$ cat src/rtl/map_ram_loader.sv
// -----------------------------------------------------------------------------
// map_ram_loader
//
// Loads a 16x16 map of BITS-bit cells from a byte-oriented host stream and
// exposes a combinational read port.
//
// Command byte, bits [7:6]:
//     00  NOP
//     01  WRITE   value = in_data[BITS-1:0]; the next accepted byte is the
//                 cell address {row[7:4], col[3:0]}
//     10  FILL    value = in_data[BITS-1:0]; sweep writes every cell
//     11  BORDER  value = in_data[BITS-1:0]; sweep writes only the outer ring
//
// After reset an INIT sweep loads the default map: border cells all ones,
// interior cells zero. Every sweep takes exactly 256 cycles.
//
// Ports:
//     clk       system clock, rising-edge active
//     reset     synchronous active-high reset
//     in_data   command / argument byte from the host
//     in_valid  in_data holds a byte
//     in_ready  byte is accepted this cycle (registered)
//     row, col  read-port cell coordinates
//     val       cell value at (row, col), combinational read of the array
//     busy      high while an INIT, FILL or BORDER sweep runs (registered)
//
// BITS must lie in 1..6 so the value field never overlaps the opcode.
// -----------------------------------------------------------------------------
module map_ram_loader #(
    parameter int BITS = 2
) (
    input  logic            clk,
    input  logic            reset,
    input  logic [7:0]      in_data,
    input  logic            in_valid,
    output logic            in_ready,
    input  logic [3:0]      row,
    input  logic [3:0]      col,
    output logic [BITS-1:0] val,
    output logic            busy
);

    typedef enum logic [2:0] {
        ST_INIT   = 3'd0,
        ST_IDLE   = 3'd1,
        ST_ADDR   = 3'd2,
        ST_FILL   = 3'd3,
        ST_BORDER = 3'd4
    } state_t;

    localparam logic [1:0] OP_NOP    = 2'b00;
    localparam logic [1:0] OP_WRITE  = 2'b01;
    localparam logic [1:0] OP_FILL   = 2'b10;
    localparam logic [1:0] OP_BORDER = 2'b11;

    // A cell lies on the border when its row or column is 0 or 15.
    function automatic logic is_border(input logic [7:0] addr);
        return (addr[7:4] == 4'h0) || (addr[7:4] == 4'hF) ||
               (addr[3:0] == 4'h0) || (addr[3:0] == 4'hF);
    endfunction

    state_t          state_q,    state_d;
    logic [7:0]      cnt_q,      cnt_d;
    logic [BITS-1:0] value_q,    value_d;
    logic            in_ready_q, in_ready_d;
    logic            busy_q,     busy_d;

    logic            accept_s;
    logic            we_s;
    logic [7:0]      waddr_s;
    logic [BITS-1:0] wdata_s;

    logic [BITS-1:0] mem_q [256];

    // Next-state, sweep counter, latched value and write-port decode.
    always_comb begin
        state_d  = state_q;
        cnt_d    = cnt_q;
        value_d  = value_q;
        we_s     = 1'b0;
        waddr_s  = cnt_q;
        wdata_s  = value_q;
        accept_s = in_valid && in_ready_q;

        case (state_q)
            ST_INIT: begin
                we_s    = 1'b1;
                wdata_s = is_border(cnt_q) ? {BITS{1'b1}} : {BITS{1'b0}};
                cnt_d   = cnt_q + 8'd1;
                if (cnt_q == 8'hFF) begin
                    state_d = ST_IDLE;
                end else begin
                    state_d = ST_INIT;
                end
            end

            ST_IDLE: begin
                if (accept_s) begin
                    case (in_data[7:6])
                        OP_NOP: begin
                            state_d = ST_IDLE;
                        end
                        OP_WRITE: begin
                            value_d = in_data[BITS-1:0];
                            state_d = ST_ADDR;
                        end
                        OP_FILL: begin
                            value_d = in_data[BITS-1:0];
                            cnt_d   = 8'd0;
                            state_d = ST_FILL;
                        end
                        OP_BORDER: begin
                            value_d = in_data[BITS-1:0];
                            cnt_d   = 8'd0;
                            state_d = ST_BORDER;
                        end
                        default: begin
                            state_d = ST_IDLE;
                        end
                    endcase
                end else begin
                    state_d = ST_IDLE;
                end
            end

            ST_ADDR: begin
                // The address byte itself is written in its acceptance cycle.
                if (accept_s) begin
                    we_s    = 1'b1;
                    waddr_s = in_data;
                    wdata_s = value_q;
                    state_d = ST_IDLE;
                end else begin
                    state_d = ST_ADDR;
                end
            end

            ST_FILL: begin
                we_s  = 1'b1;
                cnt_d = cnt_q + 8'd1;
                if (cnt_q == 8'hFF) begin
                    state_d = ST_IDLE;
                end else begin
                    state_d = ST_FILL;
                end
            end

            ST_BORDER: begin
                // Interior cells are skipped but still cost one cycle each,
                // so every sweep has the same 256-cycle length.
                we_s  = is_border(cnt_q);
                cnt_d = cnt_q + 8'd1;
                if (cnt_q == 8'hFF) begin
                    state_d = ST_IDLE;
                end else begin
                    state_d = ST_BORDER;
                end
            end

            default: begin
                state_d = ST_INIT;
                cnt_d   = 8'd0;
            end
        endcase

        // Handshake and status outputs are registered from the next state.
        in_ready_d = (state_d == ST_IDLE) || (state_d == ST_ADDR);
        busy_d     = (state_d == ST_INIT) || (state_d == ST_FILL) ||
                     (state_d == ST_BORDER);
    end

    // FSM state, sweep counter, latched value and registered outputs.
    always_ff @(posedge clk) begin
        if (reset) begin
            state_q    <= ST_INIT;
            cnt_q      <= 8'd0;
            value_q    <= {BITS{1'b0}};
            in_ready_q <= 1'b0;
            busy_q     <= 1'b1;
        end else begin
            state_q    <= state_d;
            cnt_q      <= cnt_d;
            value_q    <= value_d;
            in_ready_q <= in_ready_d;
            busy_q     <= busy_d;
        end
    end

    // Map storage; writes are suppressed while reset is held.
    always_ff @(posedge clk) begin
        if (we_s && !reset) begin
            mem_q[waddr_s] <= wdata_s;
        end else begin
            mem_q[waddr_s] <= mem_q[waddr_s];
        end
    end

    // Read port sees stored contents, so a same-cycle write shows next cycle.
    assign val      = mem_q[{row, col}];
    assign in_ready = in_ready_q;
    assign busy     = busy_q;

endmodule

$ cat config.mk
export PLATFORM = sky130hd
export DESIGN_NAME = map_ram_loader
export DESIGN_NICKNAME = d
export VERILOG_FILES = /design/src/rtl/map_ram_loader.sv
export SDC_FILE = /design/constraint.sdc
export NUM_CORES = 1
export LEC_CHECK = 0
export ABC_AREA = 1
export CORE_MARGIN = 2
export CORE_UTILIZATION = 60
export CTS_BUF_LIST = sky130_fd_sc_hd__clkbuf_8
export DETAILED_ROUTE_END_ITERATION = 12
export GPL_ROUTABILITY_DRIVEN = 0
export PLACE_DENSITY = 0.72
export SYNTH_ARGS = -nofsm -noshare
export SYNTH_HDL_FRONTEND = slang
export SYNTH_SLANG_ARGS = --single-unit
$ cat constraint.sdc
create_clock -name clk -period 7.45 [get_ports clk]
set_input_delay 0.745 -clock clk [delete_from_list [all_inputs] [get_ports clk]]
set_output_delay 0.745 -clock clk [all_outputs]
set_load 0.1 [all_outputs]
## Word-level counts from Yosys, hierarchy flattened

Memories as Yosys holds them, arrays and structs flattened.
Index checks and enable logic that the tools add are counted.

- $add $sub $neg: 1
- Multipliers: 0
- Divide/modulo/power cells: 0
- Magnitude comparators: 0
- Eq/ne operators: 17
- Shifts and indexed selects: 0
- Muxes and demuxes: 20
- Bitwise operators: 2
- Reductions and logical operators: 21

Operator list:

| operator | count |
|---|---|
| two-way mux 8 bit | 4 |
| one-hot mux 8 bit (3 select lines) | 1 |
| one-hot mux 3 bit (5 select lines) | 1 |
| equality test 3 x 2 -> 1 bit, second input constant | 4 |
| one-hot mux 3 bit (4 select lines) | 1 |
| two-way mux 2 bit | 5 |
| adder 8 x 1 -> 8 bit, second input constant | 1 |
| equality test 4 bit, second input constant | 2 |
| equality test 8 bit, second input constant | 1 |
| zero test 4 bit | 2 |
| equality test 3 x 1 -> 1 bit, second input constant | 2 |
| equality test 3 bit, second input constant | 2 |
| zero test 3 bit | 2 |
| logical OR 1 bit | 6 |
| two-way mux 3 bit | 2 |
| AND reduction 3 bit | 2 |
| OR reduction 3 bit | 2 |
| two-way mux 1 bit | 5 |
| equality test 2 bit, second input constant | 2 |
| != test 2 bit, second input constant | 2 |
| OR reduction 2 bit | 2 |
| one-hot mux 1 bit (3 select lines) | 1 |
| equality test 2 x 1 -> 1 bit, second input constant | 1 |
| logical AND 1 bit | 2 |
| other kinds (6) | 6 |

- Bits in registers: 15
- Bits in latches: 0
- Bits in writable memories: 512
- Bits in read-only memories: 0
- Input bits: 19
- Output and inout port bits: 4
- Memories kept: 1

Memories:

| name | depth | width | read ports | clocked after Yosys merged registers in | write ports | line | RTL |
|---|---|---|---|---|---|---|---|
| mem_q | 256 | 2 | 1 | 0 | 1 | 73 | `logic [BITS-1:0] mem_q [256];` |

## Logic depth before layout (Yosys ltp)

Gate-level depths: netlist of run 1.

- Depth in word-level cells: 9
- Depth in mapped cells: 14
- Mapped depth without buffers: 11

## Worst setup path before layout of run 1

Ideal clock, no wire load.

- Kind: flip-flop to flip-flop
- From: register cnt_q[0]
- To: memory mem_q[0][0], data pin
- Arrival: 3,841 ps
- Data required time: 6,627 ps
- Setup slack: 2,786 ps
- Stages on the path, launching flop included: 7
- Path buffers: 0
- Cells stage by stage: dfxtp_1 -> inv_1 -> ha_1 -> nand3_1 -> nand4_1 -> nand2_1 -> nand2_1

- Word-level cells in the longest chain between the ends: 6
- Elaborated cells between the ends (all ways): 7

Ends and longest elaborated chain:

| item | line | RTL |
|---|---|---|
| start: declaration | 63 | `logic [7:0] cnt_q, cnt_d;` |
| start signal: assignment | 182 | `cnt_q <= cnt_d;` |
| zero test 4 bit | 59 | `(addr[3:0] == 4'h0) \|\| (addr[3:0] == 4'hF);` |
| logical OR 1 bit | 58 | `return (addr[7:4] == 4'h0) \|\| (addr[7:4] == 4'hF) \|\|` |
| logical OR 1 bit (*) | 59 |  |
| two-way mux 2 bit (*) | 88 | `wdata_s = is_border(cnt_q) ? {BITS{1'b1}} : {BITS{1'b0}};` |
| two-way mux 2 bit (*) | -- |  |
| net wdata_s[0] | 71 | `logic [BITS-1:0] wdata_s;` |
| two-way mux 2 bit (no source line) (*) | -- |  |
| end: declaration | 73 |  |

Mark *: on every way through the listed nets, which the timed path passes. The rest lies on a longest branch. The select of a mux whose other input is x is not followed.

## Worst setup path in the final report of run 1

- From: input port col[0]
- To: output port val[1]

- Word-level cells in the longest chain between the ends: 1

Ends and longest elaborated chain:

| item | line | RTL |
|---|---|---|
| start: declaration | 38 | `input logic [3:0] col,` |
| memory (256 x 2 bit) | -- |  |
| end: declaration | 39 | `output logic [BITS-1:0] val,` |

No other way between the ends.

==> impl_metrics.tcl, run 1 <==
set metrics [dict create \
    antenna_cells 0 \
    syn2layout_area_growth_pct 8.46 \
    die_x_um 199 \
    dr_total_vias 16100 \
    start_util_pct 60.8 \
    powerDensity_mw_per_mm2 232 \
    synth_edf_count 512 \
    ctsHoldBuffers 0 \
    core_sq_mm 0.0376 \
    synth_xor_area_share_pct 0 \
    cts-htree-levels 3 \
    worstSetupEndpointType "primary output" \
    reg2reg_to "mem_q[58][0]" \
    ctsResizeCount 0 \
    required_ps 6700 \
    syn_inst 2155 \
    final.setup.tns_ps 0 \
    ir_worst_vdd_v 0.000134 \
    routed_wl_mm 56.3 \
    synth_top_family_by_area "simple AND/OR/NAND/NOR gates" \
    synth_top_area_share_pct 67.2 \
    yosysMostFrequentCell "nand2_1" \
    syn_area_sq_mm 0.0229 \
    grt_remaining_overflow 0 \
    ioPinCount 23 \
    tritoncts "done" \
    outcome "complete, no violations" \
    die-area_sq_mm 0.0397 \
    setup_violations 0 \
    synthTopCellsByCount "585 x nand2_1, 512 x edfxtp_1, 497 x nand3_1" \
    grt_pass1_vias 15700 \
    drc 0 \
    period_share_pct 72.7 \
    cts.clk_slew.worst_paths_ps 50 \
    cts-root-buf "clkbuf_8" \
    max_slew_margin_pct 17.8 \
    synth_area_leader_cell "edfxtp_1" \
    ys.flop_type "edfxtp_1" \
    path_max_fanout 108 \
    ys_seq_area_share_pct 68.6 \
    vias_per_cell 5.92 \
    synthMuxAreaShare_pct 0 \
    wl_per_cell_um 20.8 \
    die_y_um 199 \
    rsz0062_at_grt "no" \
    track_usage_pct 29.1 \
    maxCapViolCount 0 \
    cts_buffers 82 \
    worstReg2RegStart "state_q[2]" \
    grt_pass1_wl_mm 85.7 \
    total_power_mw 5.75 \
    crit_path_end "val[1]" \
    clock_latency_ps 640 \
    r2r_cells 10 \
    ys_ff_latch 527 \
    clk_path_buf_depth 3 \
    synth_cell_types 37 \
    layout.nets 2163 \
    path_class "input pin to primary output" \
    crit_path_start "col[0]" \
    drive_gt1_share_pct 8.45 \
    cts.sinks 527 \
    port_buffers 22 \
    synth_nets 2180 \
    fp-row-count 71 \
    synth_warnings 0 \
    dr.pass1.iters 5 \
    synth_fa_ha_area_share_pct 0.328 \
    synthSimpleGateAreaFrac_pct 26.9 \
    hold_viol 0 \
    synth-compound-area-share_pct 0.881 \
    dp_hpwl_mm 30.5 \
    grt_max_degree 109 \
    max_freq_ghz 0.185 \
    hold_path.class "register to register" \
    maxSlewViolCount 0 \
    ys_top_cells_by_area "edfxtp_1 67%, nand3_1 11%, nand2_1 9.6%" \
    worstMarginPinSlew_ps 1230 \
    avgSynthCellArea_sq_um 10.6 \
    reg2reg_slack_ps 4320 \
    drt_iter0_drc 1791 \
    clock_skew_ps 25.6 \
    synthArstFlopShare_pct 0 \
    cp.arrival_ps 4670 \
    antenna_found_initial 0 \
    p_leak_nw 8.62 \
    postRouteAntennaNets 0 \
    critPathLaunchType "input pin" \
    min_period_ps 5420 \
    postCtsSetupRepairBufs 0 \
]
==> report_power, final <==
group	switching [mW]	internal (mW)	total [mW]	leakage (nW)
registers	0.00144	3.20	3.20	4.56
clock network	1.09	1.13	2.22	0.851
logic	0.232	0.0894	0.321	3.21
==> worst min-delay path by stage <==
| stage | startpoint | to | slack [ps] | depth (start not counted) |
|---|---|---|---|---|
| 6_report | cnt_q[7] | cnt_q[7] | 500 | 1 |
| 3_5_place_dp | cnt_q[7] | cnt_q[7] | 470 | 1 |
| 5_1_grt | cnt_q[7] | cnt_q[7] | 540 | 1 |
| 2_1_floorplan | cnt_q[7] | cnt_q[7] | 440 | 1 |
| 4_1_cts | cnt_q[7] | cnt_q[7] | 490 | 1 |
| 3_3_place_gp | cnt_q[7] | cnt_q[7] | 460 | 1 |
==> final cells by class <==
cell class / instances / area, sq um
Clock buffer: 85 / 1170
Clock inverter: 63 / 312
Fill cell: 2927 / 12800
Inverter: 44 / 175
Multi-Input combinational cell: 1442 / 6440
Sequential cell: 527 / 15700
Tap cell: 511 / 639
Timing Repair Buffer: 41 / 382
==> critical path, cell delays in order <==
cell and delay [ps]:
buf_6 250, inv_6 610, buf_4 560, nand2_1 100
nand3_1 90, nand3_1 90, nand3_1 150, nand3_1 160
nand2_1 100, nand2_1 50, nand3_1 150, nand3_1 90
nand2_1 140, clkdlybuf4s50_1 1180
==> layout by cell type (no fill, tap or decap), types with 4 or more instances in the layout <==
cell | Yosys | layout
a21oi_1 | 9 | 9
nor2_1 | 271 | 271
nand2_2 | 16 | 16
o21ai_2 | 6 | 6
nor3_1 | 4 | 4
buf_4 | 4 | 18
nand3_1 | 497 | 497
edfxtp_1 | 512 | 512
nand2_4 | 4 | 6
nor2_4 | 9 | 9
nand4_2 | 4 | 4
clkinv_2 | 0 | 12
clkbuf_8 | 0 | 85
ha_1 | 6 | 6
nand4_1 | 5 | 5
inv_2 | 12 | 12
dfxtp_1 | 15 | 15
clkdlybuf4s50_1 | 0 | 19
inv_1 | 31 | 53
nand2_1 | 585 | 583
clkinv_1 | 0 | 23
o21ai_0 | 9 | 9
==> kinds of logic after synthesis <==
family | Yosys count
simple gates | 1405
flops | 527
buf+inv | 186
compound gates | 31
fa+ha+maj | 6
==> routing by layer <==
metal,GRT usage [%],wire length (um)
met5,0,0
met1,40.5,22800
met2,46.2,26400
met4,11.2,1640
met3,5.01,5430
==> flip-flops by register name, indices dropped and copies added (netlist names) <==
register  flops
value_q       2
busy          1
mem_q       512
state_q       3
in_ready      1
cnt_q         8
==> per-stage QoR <==
step | area, sq um | utilization (%) | hold WS (ps) | std cells | setup slack, ps
floorplan | 22900 | - | 443 | 2155 | 2790
global route | 24800 | 66.0 | 540 | 2713 | 1850
finish | 24800 | 66.0 | 497 | 2713 | 2030
detailed placement | 23300 | 62.0 | 475 | 2565 | 2140
global placement | 23300 | 62.0 | 465 | 2565 | 2140
CTS | 24800 | 66.0 | 491 | 2713 | 2140
Note: power is estimated with default switching activity, not from simulation.
==> inputs of run 2 (changes only) <==
CORE_UTILIZATION = 59   (was 60)
PLACE_DENSITY = 0.74   (was 0.72)
clock period = 4.6 ns   (was 7.45 ns; I/O delays follow)
==> impl_metrics.tcl, run 2 (synthesis results as in run 1) <==
set metrics [dict create \
    min_path_cells 1 \
    track_usage_pct 28.6 \
    post-route-util_pct 64.8 \
    path_max_fanout 77 \
    preCtsSetupSlack_ps 1180 \
    drive_gt1_share_pct 8.70 \
    seq_area_sq_mm 0.0157 \
    worstSetupEndpointType "primary output" \
    die-area_sq_mm 0.0403 \
    total_power_mw 9.25 \
    setup_ws_ps 1130 \
    cts-root-buf "clkbuf_8" \
    cts_buffers 84 \
    max_slew_margin_pct 33.2 \
    p_leak_nw 8.74 \
    syn2layout_area_growth_pct 9.11 \
    dr_total_vias 16300 \
    dp_hpwl_mm 32.4 \
    reg2reg_slack_ps 1650 \
    largest_reg_flops 512 \
    postCtsSetupRepairBufs 0 \
    grt_remaining_overflow 0 \
    wl_per_cell_um 21.1 \
    grt_pass1_wl_mm 87.9 \
    hold_path.class "register to register" \
    ctsHoldBuffers 0 \
    fin_cells 2726 \
    ir_worst_vdd_v 0.000198 \
    dr.pass1.iters 6 \
    tritoncts "done" \
    hold_start "cnt_q[7]" \
    crit_path_start "col[0]" \
    critPathLaunchType "input pin" \
    required_ps 4140 \
    drt_iter0_drc 2006 \
    final_common_cell "nand2_1" \
    cp.arrival_ps 3010 \
    path_class "input pin to primary output" \
    core_sq_mm 0.0385 \
    worstMarginPinSlew_ps 1000 \
    clk_path_buf_depth 3 \
    worstReg2RegStart "state_q[2]" \
    setup_violations 0 \
    multi_input_area_sq_mm 0.00646 \
    top_register "mem_q" \
    ctsResizeCount 0 \
    port_buffers 22 \
    maxSlewViolCount 0 \
    postRouteAntennaNets 0 \
    outcome "complete, no violations" \
    cts.sinks 527 \
    clock_skew_ps 21.1 \
    min_period_ps 3470 \
    reg2reg_to "mem_q[210][0]" \
    powerDensity_mw_per_mm2 371 \
    fill_cells 3003 \
    final_cell_mix "583 x nand2_1, 512 x edfxtp_1, 497 x nand3_1" \
    maxCapViolCount 0 \
    vias_per_cell 5.97 \
    rsz0062_at_grt "no" \
    r2r_cells 11 \
    cts-htree-levels 3 \
    largestRegisters "mem_q: 512 flops, cnt_q: 8 flops, state_q: 3 flops" \
    die_y_um 201 \
    routed_wl_mm 57.5 \
    period_share_pct 75.4 \
    die_x_um 201 \
    drc 0 \
    ioPinCount 23 \
    placed_cells 2586 \
    layout.nets 2179 \
    grt_pass1_vias 15700 \
    start_util_pct 59.4 \
    hold_ws_ps 497 \
    hold_viol 0 \
    cts.clk_slew.worst_paths_ps 50 \
    antenna_found_initial 0 \
    clock_latency_ps 640 \
    fp-row-count 72 \
    grt_max_degree 154 \
    antenna_cells 0 \
    hold_end "cnt_q[7]" \
    max_freq_ghz 0.288 \
]
==> run 2: cell count changes in the layout (fill, tap and decap cells not counted), moves of 2 or more <==
cell,previous run,this run
clkdlybuf4s50_1,19,17
nand2_8,0,2
buf_4,18,28
clkbuf_8,85,87
clkinv_2,12,2
clkinv_1,23,10
nand2_4,6,4
buf_12,2,8
inv_1,53,68
==> run 2: how the worst max path moves through the flow <==
stage             endpoint  slack [ps]
2_1_floorplan  mem_q[0][0]         -60
3_3_place_gp        val[0]        1230
3_5_place_dp        val[0]        1180
4_1_cts             val[0]        1170
5_1_grt             val[1]         950
6_report            val[1]        1130
==> run 2: layout make-up <==
class / instances / area share (%)
tap: 518 / 2.60
inverter: 44 / 0.702
timing repair buffer: 55 / 2.23
sequential: 527 / 62.8
clock buffer: 87 / 4.80
multi-input combinational: 1442 / 25.9
clock inverter: 53 / 0.928
==> run 2: report_power, final <==
group | total, mW | switching [mW] | leakage (nW) | internal (mW)
clock | 3.51 | 1.73 | 0.871 | 1.78
combinational | 0.550 | 0.393 | 3.31 | 0.157
sequential | 5.19 | 0.00223 | 4.56 | 5.19
==> run 2: per-stage QoR <==
step	TNS, ps	area (sq um)
3_5_place_dp	0	23500
2_1_floorplan	-32670	22900
6_report	0	24900
4_1_cts	0	24900
5_1_grt	0	24900
3_3_place_gp	0	23500
==> run 2: layer usage <==
layer	vias to the layer above	GRT usage, %	wire length [um]
met3	122	5.41	6280
met2	907	44.8	27000
met1	7792	40.1	22500
met4	0	11.3	1660
li1	7452	-	-
met5	-	0	0
==> run 2: worst max-delay path, cell delays in order <==
cell and delay (ps):
buf_6 200, inv_6 530, buf_12 320, nand2_1 80
nand3_1 100, nand3_1 90, nand3_1 140, nand3_1 210
nand2_1 260, nand2_1 70, nand3_1 80, nand3_1 70
nand2_1 130, buf_12 190
